--- src/rtl/pipelined_adder_result_buffer_if.sv ---
`default_nettype none
// ============================================================================
// Module      : pipelined_adder_result_buffer_if
// Description : Issue credit, adder result capture and consumer handshake
//               signals of the pipelined adder result buffer.
// Revision    : 1.0 - initial release
// ============================================================================
interface pipelined_adder_result_buffer_if #(
    parameter int WIDTH = 4,
    parameter int DEPTH = 8
);
    localparam int c_occ_w = $clog2(DEPTH) + 1;

    logic               issue_valid;
    logic               issue_ready;
    logic [WIDTH-1:0]   sum_in;
    logic               cout_in;
    logic               out_valid;
    logic               out_ready;
    logic [WIDTH-1:0]   out_sum;
    logic               out_cout;
    logic [c_occ_w-1:0] occupancy;
    logic               err;

    // Operand source, adder outputs and consumer side
    modport master (
        output issue_valid, sum_in, cout_in, out_ready,
        input  issue_ready, out_valid, out_sum, out_cout, occupancy, err
    );

    // Result buffer side
    modport slave (
        input  issue_valid, sum_in, cout_in, out_ready,
        output issue_ready, out_valid, out_sum, out_cout, occupancy, err
    );
endinterface
`default_nettype wire

--- src/rtl/pipelined_adder_result_buffer.sv ---
`default_nettype none
// ============================================================================
// Module      : pipelined_adder_result_buffer
// Description : Tracks live adder issue slots, captures each {c,s} result
//               LATENCY cycles after issue into a FIFO, and grants issue
//               credits only when FIFO space is guaranteed for the result.
// Revision    : 1.0 - initial release
// ============================================================================
module pipelined_adder_result_buffer #(
    parameter int WIDTH   = 4,
    parameter int LATENCY = 4,
    parameter int DEPTH   = 8
) (
    input  wire logic                      clk,
    input  wire logic                      rst_n,
    pipelined_adder_result_buffer_if.slave bus
);
    localparam int c_ptr_w = $clog2(DEPTH);
    localparam int c_occ_w = c_ptr_w + 1;
    localparam int c_inf_w = $clog2(LATENCY + 1);
    localparam int c_sum_w = $clog2(LATENCY + DEPTH + 1);
    localparam logic [c_occ_w-1:0] c_depth = c_occ_w'(DEPTH);

    logic [LATENCY-1:0] r_vp;
    logic [c_inf_w-1:0] r_inflight;
    logic [c_ptr_w-1:0] r_wr_ptr;
    logic [c_ptr_w-1:0] r_rd_ptr;
    logic [c_occ_w-1:0] r_occupancy;
    logic               r_err;
    logic [WIDTH:0]     r_mem [DEPTH];

    logic               w_issue_ready;
    logic               w_accept;
    logic               w_push;
    logic               w_pop;
    logic               w_full;
    logic               w_write;
    logic               w_out_valid;
    logic [c_sum_w-1:0] w_credit_sum;

    // Credit and FIFO control, derived only from registered state plus strobes
    always_comb begin
        w_credit_sum  = c_sum_w'(r_inflight) + c_sum_w'(r_occupancy);
        // A pop this cycle is deliberately not credited until the next cycle
        w_issue_ready = w_credit_sum < c_sum_w'(DEPTH);
        w_accept      = bus.issue_valid && w_issue_ready;
        w_push        = r_vp[LATENCY-1];
        w_out_valid   = (r_occupancy != '0);
        w_pop         = w_out_valid && bus.out_ready;
        w_full        = (r_occupancy == c_depth);
        // A full FIFO can still take a push when the head leaves in the same cycle
        w_write       = w_push && (!w_full || w_pop);
    end

    assign bus.issue_ready = w_issue_ready;
    assign bus.out_valid   = w_out_valid;
    assign bus.occupancy   = r_occupancy;
    assign bus.err         = r_err;
    // Stale memory contents are masked so the outputs read zero while empty
    assign bus.out_sum     = w_out_valid ? r_mem[r_rd_ptr][WIDTH-1:0] : '0;
    assign bus.out_cout    = w_out_valid ? r_mem[r_rd_ptr][WIDTH]     : 1'b0;

    // Valid pipe mirrors the adder pipeline: marks slots that carry real operands
    always_ff @(posedge clk or negedge rst_n) begin
        if (!rst_n) begin
            r_vp <= '0;
        end else begin
            r_vp[0] <= w_accept;
            for (int i = 1; i < LATENCY; i++) begin
                r_vp[i] <= r_vp[i-1];
            end
        end
    end

    // In-flight count equals the number of ones in the valid pipe
    always_ff @(posedge clk or negedge rst_n) begin
        if (!rst_n) begin
            r_inflight <= '0;
        end else begin
            case ({w_accept, w_push})
                2'b10:   r_inflight <= r_inflight + c_inf_w'(1);
                2'b01:   r_inflight <= r_inflight - c_inf_w'(1);
                default: r_inflight <= r_inflight;
            endcase
        end
    end

    // FIFO pointers, occupancy and sticky overflow flag
    always_ff @(posedge clk or negedge rst_n) begin
        if (!rst_n) begin
            r_wr_ptr    <= '0;
            r_rd_ptr    <= '0;
            r_occupancy <= '0;
            r_err       <= 1'b0;
        end else begin
            if (w_write) begin
                r_wr_ptr <= r_wr_ptr + c_ptr_w'(1);
            end
            if (w_pop) begin
                r_rd_ptr <= r_rd_ptr + c_ptr_w'(1);
            end
            case ({w_write, w_pop})
                2'b10:   r_occupancy <= r_occupancy + c_occ_w'(1);
                2'b01:   r_occupancy <= r_occupancy - c_occ_w'(1);
                default: r_occupancy <= r_occupancy;
            endcase
            if (w_push && w_full && !w_pop) begin
                r_err <= 1'b1;
            end
        end
    end

    // Result storage; contents need no reset because occupancy gates visibility
    always_ff @(posedge clk) begin
        if (w_write) begin
            r_mem[r_wr_ptr] <= {bus.cout_in, bus.sum_in};
        end
    end

    // Overflow cannot occur while issues are gated by the credit rule
    assert property (@(posedge clk) disable iff (!rst_n) !(w_push && w_full && !w_pop));

endmodule
`default_nettype wire

--- src/flat_wrapper.sv ---
// flat-port wrapper written by rule: the top's interface ports become plain ports
module pipelined_adder_result_buffer_flat 
#(
    parameter int WIDTH   = 4,
    parameter int LATENCY = 4,
    parameter int DEPTH   = 8
)
  (clk, rst_n, bus_issue_valid, bus_sum_in, bus_cout_in, bus_out_ready, bus_issue_ready, bus_out_valid, bus_out_sum, bus_out_cout, bus_occupancy, bus_err);
  pipelined_adder_result_buffer_if #(.WIDTH(WIDTH), .DEPTH(DEPTH)) bus_i ();
  input  wire logic clk;
  input  wire logic rst_n;
  input wire logic [$bits(bus_i.issue_valid)-1:0] bus_issue_valid;
  input wire logic [$bits(bus_i.sum_in)-1:0] bus_sum_in;
  input wire logic [$bits(bus_i.cout_in)-1:0] bus_cout_in;
  input wire logic [$bits(bus_i.out_ready)-1:0] bus_out_ready;
  output wire logic [$bits(bus_i.issue_ready)-1:0] bus_issue_ready;
  output wire logic [$bits(bus_i.out_valid)-1:0] bus_out_valid;
  output wire logic [$bits(bus_i.out_sum)-1:0] bus_out_sum;
  output wire logic [$bits(bus_i.out_cout)-1:0] bus_out_cout;
  output wire logic [$bits(bus_i.occupancy)-1:0] bus_occupancy;
  output wire logic [$bits(bus_i.err)-1:0] bus_err;
  assign bus_i.issue_valid = bus_issue_valid;
  assign bus_i.sum_in = bus_sum_in;
  assign bus_i.cout_in = bus_cout_in;
  assign bus_i.out_ready = bus_out_ready;
  assign bus_issue_ready = bus_i.issue_ready;
  assign bus_out_valid = bus_i.out_valid;
  assign bus_out_sum = bus_i.out_sum;
  assign bus_out_cout = bus_i.out_cout;
  assign bus_occupancy = bus_i.occupancy;
  assign bus_err = bus_i.err;
  pipelined_adder_result_buffer #(.WIDTH(WIDTH), .LATENCY(LATENCY), .DEPTH(DEPTH)) u_core (.clk(clk), .rst_n(rst_n), .bus(bus_i));
endmodule
--- config.mk ---
export PLATFORM = sky130hd
export DESIGN_NAME = pipelined_adder_result_buffer_flat
export DESIGN_NICKNAME = d
export VERILOG_FILES = /design/src/rtl/pipelined_adder_result_buffer_if.sv /design/src/rtl/pipelined_adder_result_buffer.sv /design/src/flat_wrapper.sv
export SDC_FILE = /design/constraint.sdc
export NUM_CORES = 1
export LEC_CHECK = 0
export CAP_MARGIN = 20
export CELL_PAD_IN_SITES_DETAIL_PLACEMENT = 0
export CELL_PAD_IN_SITES_GLOBAL_PLACEMENT = 1
export CORE_MARGIN = 1.5
export CORE_UTILIZATION = 52
export DETAILED_ROUTE_END_ITERATION = 8
export GPL_TIMING_DRIVEN = 0
export PLACE_DENSITY_LB_ADDON = 0.25
export REMOVE_ABC_BUFFERS = 1
export SYNTH_ARGS = -nofsm -noshare
export SYNTH_HDL_FRONTEND = slang
export SYNTH_SLANG_ARGS = --single-unit
--- constraint.sdc ---
create_clock -name clk -period 5.73 [get_ports clk]
set_input_delay 0.8595 -clock clk [delete_from_list [all_inputs] [get_ports clk]]
set_output_delay 0.8595 -clock clk [all_outputs]
set_load 0.01 [all_outputs]
======== Word-level counts from Yosys, hierarchy flattened ========
Memories as Yosys holds them, arrays and structs flattened.
Cells that the tools add are included.
operators by class
  add/subtract/negate cells ............... 7
  multiply operators ...................... 0
  divide/modulo/power cells ............... 0
  order comparisons ....................... 1
  equal/unequal tests ..................... 5
  shift-type cells ........................ 0
  mux-type cells .......................... 6
  bitwise gates (word level) .............. 0
  reduce and logical (&&, ||, !) cells .... 11
operator list
  kind                   count
  $add A3 B1 Y3 const B  3
  $pmux W4 S2            1
  $pmux W3 S2            1
  $logic_and A1 B1 Y1    5
  $add A3 B4 Y4          1
  $add A4 B1 Y4 const B  1
  $eq A2 B1 Y1 const B   2
  $eq A2 B2 Y1 const B   2
  $eq A4 B4 Y1 const B   1
  $lt A4 B4 Y1 const B   1
  $mux W4                1
  $reduce_bool A2 Y1     2
  $reduce_bool A4 Y1     1
  $sub A4 B1 Y4 const B  1
  $mux W1                3
  $sub A3 B1 Y3 const B  1
  $logic_not A1 Y1       2
  $logic_or A1 B1 Y1     1
word-level totals
  bits in registers ....................... 18
  latch bits .............................. 0
  RAM bits ................................ 40
  memory bits (read-only) ................. 0
  output and inout port bits .............. 12
  word-level logic and storage cells ...... 37
  memories kept ........................... 1
memory list
  memory        words  bits a word  rd ports  clocked after Yosys merged registers in  write ports  line                                 text
  u_core.r_mem  8      5            1         0                                        1            pipelined_adder_result_buffer.sv:30  logic [WIDTH:0] r_mem [DEPTH];

======== Depth between registers and ports, before layout ========
Gate-level depths: netlist of run 1.
  depth after elaboration ................. 6
  gate-level depth with buffers ........... 12
  depth with buffers taken out ............ 12

======== Worst setup path after synthesis of run 1 ========
Ideal clock, no wire load.
  path type ............................... reg-to-reg
  from .................................... reg u_core.r_occupancy[1] (netlist: u_core.bus.occupancy[1])
  to ...................................... reg u_core.r_inflight[2]
  library setup time ...................... 0.125 ns
  data arrival time ....................... 2.550 ns
  required time ........................... 5.605 ns
  slack ................................... 3.055 ns
  stages on the path, launching flop included .. 11
  clock period less this slack ............ 2.675 ns
  cells stage by stage .................... dfrtp_1 > ha_1 > a31o_2 > a21oi_1 > xor2_1 > nand2_1 > ha_1 > fa_1 > xnor2_1 > nor2_1 > xor2_1
on the way
  longest elaborated chain between the ends .. 5
  elaborated cells between the ends (all ways) .. 7
ends and longest elaborated chain
  element                                                   line                                  text
  from (decl)                                               pipelined_adder_result_buffer.sv:28   logic [c_occ_w-1:0] r_occupancy;
  from (signal assigned)                                    pipelined_adder_result_buffer.sv:103  2'b10: r_occupancy <= r_occupancy + c_occ_w'(1);
  from (signal assigned)                                    pipelined_adder_result_buffer.sv:104  2'b01: r_occupancy <= r_occupancy - c_occ_w'(1);
  from (signal assigned)                                    pipelined_adder_result_buffer.sv:105  default: r_occupancy <= r_occupancy;
  $add A3 B4 Y4 (*)                                         pipelined_adder_result_buffer.sv:43   w_credit_sum = c_sum_w'(r_inflight) + c_sum_w'(r_occupancy);
  $lt A4 B4 Y1 (*)                                          pipelined_adder_result_buffer.sv:45   w_issue_ready = w_credit_sum < c_sum_w'(DEPTH);
  via bus_issue_ready                                       flat_wrapper.sv:16                    output wire logic [$bits(bus_i.issue_ready)-1:0] bus_issue_ready;
  $logic_and A1 B1 Y1 (*)                                   pipelined_adder_result_buffer.sv:46   w_accept = bus.issue_valid && w_issue_ready;
  $eq A2 B1 Y1 / $eq A2 B2 Y1 (equally long branches)       pipelined_adder_result_buffer.sv:80   case ({w_accept, w_push})
  $pmux W3 S2 / $reduce_bool A2 Y1 (equally long branches)  n/a
  to (signal assigned)                                      pipelined_adder_result_buffer.sv:81   2'b10: r_inflight <= r_inflight + c_inf_w'(1);
  to (signal assigned)                                      pipelined_adder_result_buffer.sv:82   2'b01: r_inflight <= r_inflight - c_inf_w'(1);
  to (signal assigned)                                      pipelined_adder_result_buffer.sv:83   default: r_inflight <= r_inflight;
  to (decl)                                                 pipelined_adder_result_buffer.sv:25   logic [c_inf_w-1:0] r_inflight;
The timed path passes the listed nets; every way through them passes the cells marked *.
A chain may end at the register's enable or synchronous reset.

======== Worst setup path in the final report of run 1 ========
  from .................................... reg u_core.r_rd_ptr[0]
  to ...................................... out bus_out_sum[1]
on the way
  longest elaborated chain between the ends .. 2
ends and longest elaborated chain
  element                 line                                  text
  from (decl)             pipelined_adder_result_buffer.sv:27   logic [c_ptr_w-1:0] r_rd_ptr;
  from (signal assigned)  pipelined_adder_result_buffer.sv:100  r_rd_ptr <= r_rd_ptr + c_ptr_w'(1);
  $mem_v2 Z8 W5           n/a
  $mux W4                 pipelined_adder_result_buffer.sv:60   assign bus.out_sum = w_out_valid ? r_mem[r_rd_ptr][WIDTH-1:0] : '0;
  to (decl)               flat_wrapper.sv:18                    output wire logic [$bits(bus_i.out_sum)-1:0] bus_out_sum;
No other way between the ends.

==> impl_results.md, run 1 <==
* Mapped Area at 2470 sq um
* Hold Path Class: register to register
* Global-route wire length before repair at about 7.0 mm
* Initial antenna violation count at 0
* # IOs at 21
* RSZ-0062 raised after global routing: false
* Clock Pin Slew Worst Setup and Hold Paths at approximately 0.06 ns
* Pwr dens at ~570 nW/um^2
* Yosys top cell by area: edfxtp_1
* Largest net degree at the start of global routing at 19
* # H-tree levels at 3
* Antenna Cells at 0
* Final Max Tran Viols at 0
* Setup Buffers After CTS at 0
* Layout cells sized above 1 at between 15 and 20%
* Die width at between 70 and 80 microns
* DRT Wirelength at roughly 4.2 mm
* IO buf count at 20
* # setup viols final at 0
* Clk sink count at 58
* Detailed Place HPWL at around 2.8 mm
* # rows at 24
* CTS tree: yes
* Final nets at 194
* Outcome: completed
* GRT Overall Usage at between 15 and 20%
* Drt pass-1 iters at 4
* DR iter-0 viols at 64
* Fin crit period at about 3.3 ns
* Worst-case clock buffer depth at 2
* Vias in the first global route at 1353
* Slew margin rel. at about 45%
* Number of buffers created by CTS at 9
* Final number of hold-violating endpoints at 0
* Worst-Skew Late Latency at about 0.33 ns
* Maxcap violations at 0
* Worst VDD drop at 0.453 mV
* DR WL/cell at between 15 and 20 microns
* CP required at a little under 5 ns
* CP Launch Type: register
* Initial core utilization at roughly 55%
* Kind of critical path: register to output port
* GPL Wtd Cong at approximately 0.74
* Worst-path maximum fanout at 12
* Total negative slack at 0 ns
* Syn Inst Count at between 100 and 150
* Fmax at slightly above 0.3 GHz
* Clock skew at 0.00617 ns
* Remaining DRCs at 0
* Yosys top cell area share at between 40% and 50%
* Antenna-violating nets left at 0
* CP endpoint kind: output port
* Vias at roughly 1300
* Pin slew with the least headroom to its limit at between 0.8 and 0.9 ns
* Seq/Total Area, Yosys at about two thirds
* Yosys reg bits at 58
* Routed vias/inst at ~5.5
* WP data arrival at 2.44 ns
* Yosys warning total at 0
* Multi-input logic area at 793 sq um
* Tcrit/Tclk final at between 50% and 60%
* Clock root buffer: clkbuf_8
* Die H at between 70 and 80 microns
* Netlist cell types at 31
* Register area at roughly 1700 sq um
* CTS resizes at 0
* GR Overflow Total at 0
* Most frequent cells in the layout: edfxtp_1, clkdlybuf4s50_1, dfrtp_1
* Synth top area cells: edfxtp_1, dfrtp_1, mux4_2
* Die ar. at approximately 5200 sq um
* Commonest non-fill, non-tap cell in the layout: edfxtp_1
* Area Overhead vs Synth at 18.6%
* Final core occ at 65.5%
* Leak Pwr at between 1 and 1.5 nW
* Cts hold-fix bufs at 0
* Fillers at between 300 and 400
* Core Box Area at between 4000 and 5000 sq um
* Syn Area/Cell at approximately 17 sq um
per-layer routing:
layer	up-vias	GRT usage, %	part of all wire, %
met5	-	0	0
met4	0	8.81	1.9
met3	6	6.39	5.2
met2	30	28.8	48
met1	632	26.0	45
li1	607	-	-
flip-flops by register name, summed over array words and instances, names as in the netlist:
signal	flops
u_core.r_mem	40
u_core.bus.occupancy	4
u_core.r_vp	4
u_core.r_inflight	3
u_core.r_rd_ptr	3
u_core.r_wr_ptr	3
u_core.bus.err	1
final cells by class:
type / count / share of cell area [%]
clock inverter: 6 / 2.77
timing repair buffer: 20 / 6.83
inverter: 3 / 0.469
clock buffer: 10 / 4.35
multi-input combinational: 84 / 27.0
tap: 52 / 2.22
sequential: 58 / 56.3
Yosys cell counts:
library cell   n
clkbuf_1       2
dfrtp_1       18
mux2_4         1
fa_1           1
a21oi_1        3
nand2_4        1
o21bai_1       1
o21ai_0        1
o21a_4         1
a21o_1         1
or3_4          1
xnor2_1        7
nor3_1         2
nor2_1        14
inv_2          1
mux2_2         2
mux4_2        10
and2_1         1
inv_1          1
nand2_1       10
ha_1           8
nor2_8         1
nand2b_2       1
nand2b_1       3
xor2_1         5
a31o_2         1
nand3_1        2
edfxtp_1      40
mux2i_1        6
buf_4          1
inv_4          1
power by group:
part / total, W / internal [W] / switching, W
Combinational: 0.000609 / 0.000355 / 0.000254
Sequential: 0.000677 / 0.000547 / 0.000129
Clock: 0.000396 / 0.000242 / 0.000154
Total: 0.00168 / 0.00114 / 0.000538
cells by family after synthesis:
| family | count (synthesis) | synth area share, % |
|---|---|---|
| adder cells (fa/ha/maj) | 9 | 4.86 |
| flip-flops | 58 | 66.8 |
| XOR/XNOR | 12 | 4.25 |
| buffers and inverters | 6 | 1.16 |
| multiplexers | 19 | 13.1 |
| AND/OR/NAND/NOR | 36 | 7.54 |
| AO/OA/AOI/OAI | 8 | 2.38 |
worst max-delay path, cell delays in order, from the launching register on:
cell and delay (ns):
dfrtp_1 0.82, mux4_2 0.59, mux2i_1 0.14, nor2_1 0.07, clkdlybuf4s50_1 0.48
path summary, 6_finish.rpt:
kind	startpoint	endpoint	slack [ns]	depth (start not counted)
max in group asynchronous	rst_n	u_core.r_rd_ptr[0]$_DFFE_PN0P_	4.24	1
setup reg to reg	u_core.bus.occupancy[1]$_DFFE_PN0P_	u_core.r_inflight[2]$_DFFE_PN0P_	3.00	10
hold / removal	u_core.r_vp[2]$_DFF_PN0_	u_core.r_vp[3]$_DFF_PN0_	0.34	0
setup / recovery	u_core.r_rd_ptr[0]$_DFFE_PN0P_	bus_out_sum[1]	2.43	4
min in group asynchronous	rst_n	u_core.r_vp[0]$_DFF_PN0_	0.99	1
hold reg to reg	u_core.r_vp[2]$_DFF_PN0_	u_core.r_vp[3]$_DFF_PN0_	0.34	0
metrics by stage:
stage | setup slack, ns | cell area [sq um] | hold WS (ns) | instances | power [W]
after detailed placement | 2.63 | 2720 | 0.338 | 217 | 0.00130
after CTS | 2.36 | 2930 | 0.349 | 233 | 0.00170
final | 2.43 | 2930 | 0.344 | 233 | 0.00168
after global routing | 2.22 | 2930 | 0.350 | 233 | 0.00179
after floorplan | 3.05 | 2460 | 0.331 | 145 | 0.00106
after global placement | 2.69 | 2720 | 0.337 | 217 | 0.00127
No activity file was read; power rests on OpenSTA's default activity.
==> inputs of run 2 (changes only) <==
--- a/config.mk
+++ b/config.mk
@@ -9,7 +9,7 @@
 export CELL_PAD_IN_SITES_DETAIL_PLACEMENT = 0
 export CELL_PAD_IN_SITES_GLOBAL_PLACEMENT = 1
 export CORE_MARGIN = 1.5
-export CORE_UTILIZATION = 52
+export CORE_UTILIZATION = 44
 export DETAILED_ROUTE_END_ITERATION = 8
 export GPL_TIMING_DRIVEN = 0
 export PLACE_DENSITY_LB_ADDON = 0.25
==> constraint.sdc (replaced) <==
create_clock -name clk -period 2.7 [get_ports clk]
set_input_delay 0.405 -clock clk [delete_from_list [all_inputs] [get_ports clk]]
set_output_delay 0.405 -clock clk [all_outputs]
set_load 0.01 [all_outputs]
==> impl_results.md, run 2 (synthesis gave the netlist of run 1 again) <==
* Outcome: completed (unchanged)
* # setup viols final at 0 (unchanged)
* Commonest non-fill, non-tap cell in the layout: edfxtp_1 (unchanged)
* Pwr dens at 1190 nW/um^2 (was 573 nW/um^2)
* Core Box Area at 5470 sq um (was 4470 sq um)
* Switch share at 32.3% (was 32.0%)
* Vias in the first global route at 1294 (was 1353)
* GR Overflow Total at 0 (unchanged)
* Cts hold-fix bufs at 0 (unchanged)
* Die width at 78.0 microns (was 72.0 microns)
* Final core occ at 54.3% (was 65.5%)
* Worst-path maximum fanout at 7 (was 12)
* Maxcap violations at 0 (unchanged)
* Final nets at 197 (was 194)
* Hold Path Class: register to register (unchanged)
* Comb power frac at 38.5% (was 36.2%)
* Post-route cell area at 2970 sq um (was 2930 sq um)
* DR WL/cell at 16.6 microns (was 18.1 microns)
* # rows at 27 (was 24)
* Drt pass-1 iters at 4 (unchanged)
* Remaining DRCs at 0 (unchanged)
* Initial antenna violation count at 0 (unchanged)
* Kind of critical path: register to output port (unchanged)
* Post-place instance area at 2750 sq um (was 2720 sq um)
* Fin crit period at ~2.6 ns
* Die ar. at 6080 sq um (was 5180 sq um)
* CP Launch Type: register (unchanged)
* CP endpoint kind: output port (unchanged)
* Worst-Skew Late Latency at 0.33 ns (about the same)
* Fin worst setup slack at 0.125 ns (was 2.43 ns)
* Vias at 1290 (was 1275)
* Worst VDD drop at 0.542 mV (was 0.453 mV)
* DP Cell Count at 237 (was 217)
* Die H at 78.0 microns (was 72.0 microns)
* IO buf count at 20 (unchanged)
* WP data arrival at 2.17 ns (was 2.44 ns)
* Clk sink count at 58 (unchanged)
* P_sw at 0.00114 W (was 0.000538 W)
* GPL Wtd Cong at 0.721 (was 0.737)
* Leak Pwr at 1.10 nW (about the same)
* Number of buffers created by CTS at 9 (unchanged)
* # IOs at 21 (unchanged)
* Post-route insts no fill at 256 (was 233)
* Area Overhead vs Synth at 20.1% (was 18.6%)
* GRT Overall Usage at 15.7% (was 19.3%)
* Clock power share at 21.1% (was 23.6%)
* Initial core utilization at 45.2% (was 55.3%)
* Final number of hold-violating endpoints at 0 (unchanged)
* Routed vias/inst at 5.04 (was 5.47)
* Global-route wire length before repair at 6.71 mm (was 6.96 mm)
* CTS tree: yes (unchanged)
* Fmax at 0.388 GHz
* Pin slew with the least headroom to its limit at 0.915 ns (was 0.821 ns)
* Clock root buffer: clkbuf_8 (unchanged)
* Int Power at 0.00240 W (was 0.00114 W)
* RSZ-0062 raised after global routing: false (unchanged)
* DRT Wirelength at 4.25 mm (was 4.22 mm)
* Number of flip-flops in the largest register at 40 (unchanged)
* Worst-case clock buffer depth at 2 (unchanged)
* Fillers at 448 (was 325)
* Most frequent cells in the layout: edfxtp_1, clkdlybuf4s50_1, dfrtp_1 (unchanged)
* Largest net degree at the start of global routing at 19 (unchanged)
* Final Max Tran Viols at 0 (unchanged)
* Antenna Cells at 0 (unchanged)
* Placement Setup Slack at -0.0221 ns (was 2.63 ns)
* Clock Pin Slew Worst Setup and Hold Paths at 0.07 ns (was 0.06 ns)
* # H-tree levels at 3 (unchanged)
* Layout cells sized above 1 at 23.4% (was 19.3%)
* Antenna-violating nets left at 0 (unchanged)
* CP required at 2.30 ns (was 4.87 ns)
* Detailed Place HPWL at 2.87 mm (was 2.85 mm)
* Largest Register: u_core.r_mem (unchanged)
* Tcrit/Tclk final at between 90% and 100%
* DR iter-0 viols at 56 (was 64)
* Slew margin rel. at 38.6% (was 44.9%)
* Reg power frac at 40.4% (was 40.2%)
* Clock skew at 0.00860 ns (was 0.00617 ns)
## run 2: layout make-up
class / count / area (sq um) / share of cell area [%]
timing repair buffer: 23 / 223 / 7.49
clock inverter: 5 / 55.1 / 1.85
multi-input combinational: 84 / 802 / 27.0
sequential: 58 / 1660 / 55.7
clock buffer: 11 / 131 / 4.42
tap: 72 / 90.1 / 3.03
inverter: 3 / 13.8 / 0.463
## run 2: power groups by stage
stage	clock network [W]	logic (W)	registers (W)
6_report	0.000748	0.00136	0.00143
5_1_grt	0.000812	0.00149	0.00147
4_1_cts	0.000769	0.00136	0.00144
3_5_place_dp	0	0.00130	0.00146
3_3_place_gp	0	0.00126	0.00144
2_1_floorplan	0	0.000859	0.00139
## run 2: final timing paths
kind                            slack, ns                             endpoint  cells after the start                           startpoint
worst max-delay path                 0.12                       bus_out_sum[0]                      6  u_core.bus.occupancy[1]$_DFFE_PN0P_
worst min-delay path                 0.36             u_core.r_vp[1]$_DFF_PN0_                      0             u_core.r_vp[0]$_DFF_PN0_
worst max register to register       0.15  u_core.bus.occupancy[2]$_DFFE_PN0P_                     13  u_core.bus.occupancy[1]$_DFFE_PN0P_
worst min register to register       0.36             u_core.r_vp[1]$_DFF_PN0_                      0             u_core.r_vp[0]$_DFF_PN0_
max in group asynchronous            1.50       u_core.r_rd_ptr[0]$_DFFE_PN0P_                      1                                rst_n
min in group asynchronous            0.57  u_core.bus.occupancy[2]$_DFFE_PN0P_                      1                                rst_n
## run 2: timing repair
action	4_1_cts	5_1_grt
resized for setup	2	4
pin swaps	0	2
endpoints found under the setup margin	7	8
setup buffers	2	1
## run 2: critical path, cell delays in order, from the launching register on
cell	delay, ns
dfrtp_2	0.43
buf_4	0.16
or3_4	0.42
nor2_8	0.14
buf_4	0.16
nor2_1	0.06
clkdlybuf4s50_1	0.48
## run 2: layer usage
layer / global-route usage, % / vias up / part of all wire [%]
met5: 0 / - / 0
met4: 4.82 / 0 / 1.2
met3: 6.47 / 6 / 4.0
met2: 24.6 / 24 / 51
met1: 20.1 / 649 / 44
li1: - / 611 / -
## run 2: stage by stage
stage | hold WS, ns | total power, W | TNS [ns]
floorplan | 0.109 | 0.00225 | 0
global placement | 0.340 | 0.00270 | 0
detailed placement | 0.343 | 0.00275 | -0.0221
CTS | 0.360 | 0.00356 | 0
global route | 0.360 | 0.00377 | 0
finish | 0.356 | 0.00355 | 0
==> inputs of run 3 (changes only) <==
--- a/config.mk
+++ b/config.mk
@@ -11,6 +11,7 @@
 export CORE_MARGIN = 1.5
 export CORE_UTILIZATION = 44
 export DETAILED_ROUTE_END_ITERATION = 8
+export GPL_ROUTABILITY_DRIVEN = 0
 export GPL_TIMING_DRIVEN = 0
 export PLACE_DENSITY_LB_ADDON = 0.25
 export REMOVE_ABC_BUFFERS = 1
==> results of run 3 <==
Same layout as run 2: the final DEF is identical, and so are final timing and power.
